==> src/rtl/mmio_console_timer.sv <==
// mmio_console_timer: memory-mapped console TX FIFO, status, free-running timer and compare/irq
module mmio_console_timer #(
  parameter logic [15:0] BASE = 16'hFF00,
  parameter int FIFO_DEPTH = 8
) (
  input  logic        clk,
  input  logic        reset,
  input  logic [15:0] address,
  input  logic [31:0] data_in,
  input  logic        write,
  output logic [31:0] data_out,
  output logic [7:0]  tx_data,
  output logic        tx_valid,
  input  logic        tx_ready,
  output logic        irq
);
  localparam int AW = $clog2(FIFO_DEPTH);
  localparam int CW = AW + 1;
  logic [7:0] mem_q [FIFO_DEPTH];
  logic [7:0] mem_d [FIFO_DEPTH];
  logic [AW-1:0] wr_ptr_q, wr_ptr_d, rd_ptr_q, rd_ptr_d;
  logic [CW-1:0] count_q, count_d;
  logic [31:0] timer_q, timer_d, compare_q, compare_d, status;
  logic match_q, match_d, ovf_q, ovf_d;
  logic sel, empty, full, pop, push_req, push, wr_st;
  logic [7:0] off, head;
  always_comb begin
    sel = address[15:8] == BASE[15:8];
    off = address[7:0];
    empty = count_q == '0;
    full = count_q == CW'(FIFO_DEPTH);
    pop = !empty && tx_ready;
    push_req = sel && write && off == 8'd0;
    // a pop in the same cycle frees the slot, so a push into a full FIFO still lands
    push = push_req && (!full || pop);
    wr_st = sel && write && off == 8'd1;
    head = empty ? 8'd0 : mem_q[rd_ptr_q];
    mem_d = mem_q;
    if (push) mem_d[wr_ptr_q] = data_in[7:0];
    wr_ptr_d = wr_ptr_q + AW'(push);
    rd_ptr_d = rd_ptr_q + AW'(pop);
    count_d = count_q + CW'(push) - CW'(pop);
    timer_d = (sel && write && off == 8'd2) ? data_in : timer_q + 32'd1;
    compare_d = (sel && write && off == 8'd3) ? data_in : compare_q;
    match_d = (timer_q == compare_q) || (match_q && !(wr_st && data_in[8]));
    ovf_d = (push_req && full && !pop) || (ovf_q && !(wr_st && data_in[9]));
    status = {22'd0, ovf_q, match_q, 2'd0, full, empty, 4'(count_q)};
    data_out = !sel ? 32'd0 :
               off == 8'd0 ? {24'd0, head} :
               off == 8'd1 ? status :
               off == 8'd2 ? timer_q :
               off == 8'd3 ? compare_q : 32'd0;
    tx_valid = !empty;
    tx_data = head;
    irq = match_q;
  end
  always_ff @(posedge clk or posedge reset) begin
    if (reset) begin
      mem_q <= '{default: 8'd0};
      wr_ptr_q <= '0;
      rd_ptr_q <= '0;
      count_q <= '0;
      timer_q <= '0;
      compare_q <= '1;
      match_q <= 1'b0;
      ovf_q <= 1'b0;
    end else begin
      mem_q <= mem_d;
      wr_ptr_q <= wr_ptr_d;
      rd_ptr_q <= rd_ptr_d;
      count_q <= count_d;
      timer_q <= timer_d;
      compare_q <= compare_d;
      match_q <= match_d;
      ovf_q <= ovf_d;
    end
  end
endmodule

==> config.mk <==
export PLATFORM = sky130hd
export DESIGN_NAME = mmio_console_timer
export DESIGN_NICKNAME = d
export VERILOG_FILES = /design/src/rtl/mmio_console_timer.sv
export SDC_FILE = /design/constraint.sdc
export NUM_CORES = 1
export LEC_CHECK = 0
export ABC_AREA = 1
export BUFFER_PORTS_ARGS = -buffer_cell sky130_fd_sc_hd__buf_4
export CORE_MARGIN = 1
export CORE_UTILIZATION = 45
export CTS_BUF_LIST = sky130_fd_sc_hd__clkbuf_16
export DETAILED_ROUTE_END_ITERATION = 10
export PLACE_DENSITY_LB_ADDON = 0.1
export SYNTH_ARGS = -nofsm -noshare
export SYNTH_HDL_FRONTEND = slang
export SYNTH_SLANG_ARGS = --single-unit
==> constraint.sdc <==
create_clock -name clk -period 12.2 [get_ports clk]
set_input_delay 2.44 -clock clk [delete_from_list [all_inputs] [get_ports clk]]
set_output_delay 2.44 -clock clk [all_outputs]
set_load 0.02 [all_outputs]
==> run metrics, run 1 <==
Clock Tree Buf Depth 2; full die area 0.0200 mm²; Synth Instances 1259; RSZ-0062 raised after global routing false; via count of the first global-routing pass 7896; post-synth top area share 30.9%; CTS sink count 140; layout net count 1381; CP peak stage delay 0.34 ns; Die Span Y 142 µm; Syn Std Cell Area 0.00876 mm²; post-DP HPWL 17.4 mm; most frequent cells in the layout nand2_1 (530), nor2_1 (145), dfrtp_1 (108), buf_4 (100), o21ai_0 (71); Synth area leaders dfrtp_1 (31%), nand2_1 (23%), dfstp_2 (9.6%); Worst setup SP type input pin; post-DR wirelength/cell 16.3 µm; clock root cell clkbuf_16; Slew @ Worst Pin 0.985 ns; R2R Path Start count_q[2]; core area 0.0189 mm²; TritonCTS Buffers 17; first-pass GRT wire length 41.9 mm; critical path cell sequence buf_4 > nor2_2 > nand3_2 > inv_2 > nand3_1 > nand2_1 > buf_4 > inv_2 > o21ai_0 > nand2_1 > buf_4; CP arrival 4.40 ns; critical path fanouts, max 20; Net Switching 494 µW; outcome finished clean; global route overflow 0; distinct cell type count after synthesis 35; Starting Density 46.4%; insertion delay to the later sink of the worst-skew pair 0.43 ns; Finished Cell Area 0.0100 mm²; GR Util met1 35.7%; Fmax achieved 146 MHz; Via-to-Cell Ratio 5.28; Final Non-Filler Cells 1590; First-pass DRT Iterations 5; CTS clk-pin slew, worst paths 0.06 ns; initial antenna violation count 0; met2 Track Usage GR 44.6%; Sw Ratio 35.7%; Comb pwr share 27.3%; largest net degree at the start of global routing 76; final setup fails 0; power consumption 1.38 mW; layout cells sized above 1 14.5%; Boundary Pins 94; launch point of the worst path address[5]; Final min period 6.84 ns; CTS tree done; IO buf count 93; Flop pwr share 37.1%; sequential area share after synthesis 40.5%; Clock Power Share 35.6%; Tcrit/Tclk final 56.0%; Worst VDD drop 0.0923 mV; M3 GR Usage 6.04%; Crit path top cell by count buf_4; hold_buf cts 0; Setup Skew 0.0120 ns; Slowest-stage cell, CP nand3_1; commonest non-fill, non-tap cell in the layout nand2_1; total track usage 27.2%; Avg Cell Area, Syn 6.96 µm²; Leak 5.02 nW; synth-to-layout area growth 14.7%; Net Count, Synth 1323; setup TNS 0 ns; post-CTS setup buffers 0; final wirelength 25.9 mm; data required time at the worst endpoint 9.76 ns; Hold Path Class flop to flop; Crit Path Class input pin to output port; pwr dens 138 mW/mm²; slew margin rel. 34.2%; H-tree levels 4; Setup crit end kind output port; Power Internal 888 µW; Ys Warns 0; Ant. Diodes 0; Pins Over Slew Limit 0; post-route setup slack 5.36 ns; max_cap viols 0; Starting DRT DRC Count 564; largest area contributor in the synthesized netlist dfrtp_1; die width 142 µm; GR peak layer met2; hold path startpoint mem_q[1]; Inst Count DP 1558; utilization after layout 53.2%; pre-CTS WS 5.37 ns; Residual DRC 0; gpl congestion 0.858; Post-CTS Resized 0; Final ANT Viol Nets 0; Hold WS 0.466 ns; dpl cell area 0.00949 mm²; final hold viol count 0; row cnt 50; via count 8397; flops & latches, synth 140
==> power groups by stage <==
stage | combinational [mW] | sequential [mW] | clock, mW
2_1_floorplan | 0.268 | 0.501 | 0
3_3_place_gp | 0.375 | 0.522 | 0
3_5_place_dp | 0.375 | 0.521 | 0
4_1_cts | 0.377 | 0.513 | 0.499
5_1_grt | 0.419 | 0.517 | 0.519
6_report | 0.377 | 0.513 | 0.492
==> worst paths after layout <==
check / end / slack, ns / depth (start not counted)
worst min register to register: mem_q[1] / 0.47 / 2
worst max-delay path: data_out[7] / 5.36 / 11
max in group asynchronous: mem_q[17] / 8.68 / 3
worst max register to register: count_q[2] / 9.00 / 12
worst min-delay path: mem_q[1] / 0.47 / 2
min in group asynchronous: count_q[3] / 2.12 / 2
==> Yosys cell counts (all sizes together) <==
cell,count
nand2,532
nor2,154
dfrtp,108
o21ai,81
inv,71
nand4,69
nand3,52
buf,44
dfstp,32
xnor2,24
a21oi,22
clkbuf,17
xor2,16
ha,11
nand3b,9
a21boi,8
nor3,4
o211ai,2
o21bai,2
fa,1
==> cell type report <==
class / instances / area (µm²)
well taps: 260 / 325
fillers: 1954 / 8850
flip-flops and latches: 140 / 3540
clock buffers: 17 / 425
multi-input cells: 987 / 4600
clock inverters: 15 / 125
inverters: 71 / 272
repair buffers: 100 / 751
==> cell families after synthesis <==
| family | synth area share (%) |
|---|---|
| DFF | 40.5 |
| and+or+nand+nor | 39.8 |
| adders and majority gates | 1.80 |
| buffers and inverters | 6.99 |
| AOI/OAI and AO/OA | 6.91 |
| xor gates and xnor gates | 4.00 |
==> registers in the layout (all words and copies together), names as in the netlist <==
signal / flops
timer_q: 32
count_q: 4
mem_q: 64
irq: 1
ovf_q: 1
wr_ptr_q: 3
rd_ptr_q: 3
compare_q: 32
==> per-layer routing <==
| metal | vias up | wire, µm |
|---|---|---|
| met5 | - | 0 |
| met4 | 0 | 512 |
| met3 | 29 | 1600 |
| met2 | 270 | 12100 |
| met1 | 3959 | 11800 |
| li1 | 4139 | - |
==> worst max-delay path: cells and delay by family <==
kind	cells	cell delay, ns
AO/OA/AOI/OAI	1	0.13
buffers and inverters	5	0.94
AND/OR/NAND/NOR	5	0.86
Power figures use the tool's default switching activity.
==> run 2, diff against run 1 <==
- clock period: 12.2 -> 5.7 ns (I/O delays scaled with it)
==> run 2 against run 1 <==
Net effect:
- design area increased by 0.92%
- clock power up 150%
- count of clock-buffer cells in the layout unchanged
- critical endpoint unchanged
- largest power group is now clock
==> run metrics, run 2 (synthesis results as in run 1) <==
flip-flop count of the largest register after layout 64 (unchanged); final hold viol count 0 (unchanged); Hold Path Class flop to flop; Setup Skew 0.0108 ns (-0.00126 ns); Net Switching 1.07 mW (+120%); Final ANT Viol Nets 0 (unchanged); register area 0.00354 mm² (unchanged); IO buf count 93 (unchanged); utilization after layout 53.7% (+0.49 points); Worst setup SP type input pin; final setup fails 0 (unchanged); Final Non-Filler Cells 1591 (+0.063%); most frequent cells in the layout nand2_1 (530), nor2_1 (145), dfrtp_1 (108), buf_4 (101), o21ai_0 (71); Hold EP mem_q[38]; Worst VDD drop 0.208 mV (+130%); r2r setup slk 3.14 ns (-5.86 ns); critical path cell sequence buf_4 > nor2_2 > nand3_2 > inv_2 > nand3_1 > nand2_1 > inv_2 > o21ai_0 > nand2_1 > buf_4; post-DP HPWL 17.5 mm (+0.28%); via count 8322 (-0.89%); global route overflow 0 (unchanged); Via-to-Cell Ratio 5.23 (-0.96%); H-tree levels 4 (unchanged); data required time at the worst endpoint 4.56 ns (-5.20 ns); Starting Density 46.4% (unchanged); Starting DRT DRC Count 677 (+20%); biggest regs mem_q x64, compare_q x32, timer_q x32; Residual DRC 0 (unchanged); Flop pwr share 35.2% (-1.9 points); Sw Ratio 34.3% (-1.4 points); R2R Path End mem_q[29]; First-pass DRT Iterations 5 (unchanged); multi-input logic area 0.00460 mm² (unchanged); Power Internal 2.05 mW (+130%); Pins Over Slew Limit 0 (unchanged); layout cells sized above 1 14.9% (+0.36 points); setup TNS 0 ns (unchanged); via count of the first global-routing pass 7755 (-1.8%); first-pass GRT wire length 41.5 mm (-0.86%); outcome finished clean; CTS clk-pin slew, worst paths 0.06 ns (about the same); row cnt 50 (unchanged); clock root cell clkbuf_16; commonest non-fill, non-tap cell in the layout nand2_1; Hold WS 0.466 ns (+0.000403 ns); Final min period 4.49 ns; RSZ-0062 raised after global routing false; CP arrival 3.35 ns (-1.05 ns); Fmax achieved 223 MHz; Tcrit/Tclk final 78.7%; hold path startpoint mem_q[38]; Leak 5.07 nW (+1.0%); Boundary Pins 94 (unchanged); initial antenna violation count 0 (unchanged); pwr dens 308 mW/mm² (+120%); Clock Tree Buf Depth 2 (unchanged); Fillers 1945 (-0.46%); synth-to-layout area growth 15.7%; die width 142 µm (unchanged); CP top delay family simple AND/OR/NAND/NOR gates; slew margin rel. 29.8% (-4.3 points); total track usage 27.0% (-0.13 points); largest net degree at the start of global routing 103 (+36%); CP peak stage delay 0.61 ns (+0.27 ns); Comb pwr share 26.0% (-1.3 points); hold_buf cts 0 (unchanged); CTS sink count 140 (unchanged); R2R Path Start count_q[2]; max_cap viols 0 (unchanged); power consumption 3.12 mW (+130%); Setup crit end kind output port; CTS tree done; cell count of the worst reg-to-reg path 9 (-3); post-CTS setup buffers 0 (unchanged); register with the most flip-flops mem_q; hold path depth 2 (unchanged); post-DR wirelength/cell 16.3 µm (about the same); full die area 0.0200 mm² (unchanged); Post-CTS Resized 0 (unchanged); insertion delay to the later sink of the worst-skew pair 0.43 ns (about the same); gpl congestion 0.924 (+7.7%); Clock Power Share 38.8% (+3.2 points); Slowest-stage cell, CP nand2_1; Die Span Y 142 µm (unchanged); Inst Count DP 1559 (+0.064%); final wirelength 26.0 mm (about the same); Slew @ Worst Pin 1.05 ns (+0.0648 ns); Buf/Inv on CP 4 (-1); layout net count 1382 (+0.072%); Ant. Diodes 0 (unchanged); Crit Path Class input pin to output port; critical path fanouts, max 16 (-20%); TritonCTS Buffers 17 (unchanged); core area 0.0189 mm² (unchanged)
-- run 2: worst max-delay path by stage --
stage | from | end | slack [ns] | depth (start not counted)
2_1_floorplan | reset | count_q[0] | 0.86 | 1
3_3_place_gp | address[5] | data_out[7] | 1.28 | 10
3_5_place_dp | address[5] | data_out[7] | 1.23 | 10
4_1_cts | address[5] | data_out[7] | 1.22 | 10
5_1_grt | address[5] | data_out[7] | 1.02 | 10
6_report | address[5] | data_out[7] | 1.21 | 10
-- run 2: power by group through the flow --
stage	clock network [mW]	registers, mW	logic, mW
floorplan	0	1.07	0.574
global placement	0	1.12	0.804
detailed placement	0	1.11	0.809
CTS	1.23	1.10	0.812
global route	1.27	1.10	0.913
finish	1.21	1.10	0.812
-- run 2: area by class of cell --
| cell class | count | share of cell area [%] |
|---|---|---|
| Clock buffer | 17 | 4.20 |
| Clock inverter | 15 | 2.07 |
| Inverter | 71 | 2.68 |
| Multi-Input combinational cell | 987 | 45.4 |
| Sequential cell | 140 | 35.0 |
| Tap cell | 260 | 3.21 |
| Timing Repair Buffer | 101 | 7.48 |
-- run 2: worst reg2reg max path, delay by kind of cell (launching register included) --
kind                     cells  cell delay, ns
buffers and inverters        2            0.74
adder cells (fa/ha/maj)      1            0.21
flip-flops                   1            0.35
AND/OR/NAND/NOR              6            1.16
-- run 2: routing by layer --
layer  GRT usage (%)  vias up  part of all wire, %
li1                -     4147                    -
met1            36.8     3865                   45
met2            43.9      273                   47
met4            7.47        0                  1.8
met3            5.20       37                  6.5
met5               0        -                    0
-- run 2: stage by stage --
stage	setup WS, ns	instance area (µm²)
final	1.21	10100
after floorplan	0.860	8760
after detailed placement	1.23	9500
after global routing	1.02	10100
after global placement	1.28	9500
after CTS	1.22	10100
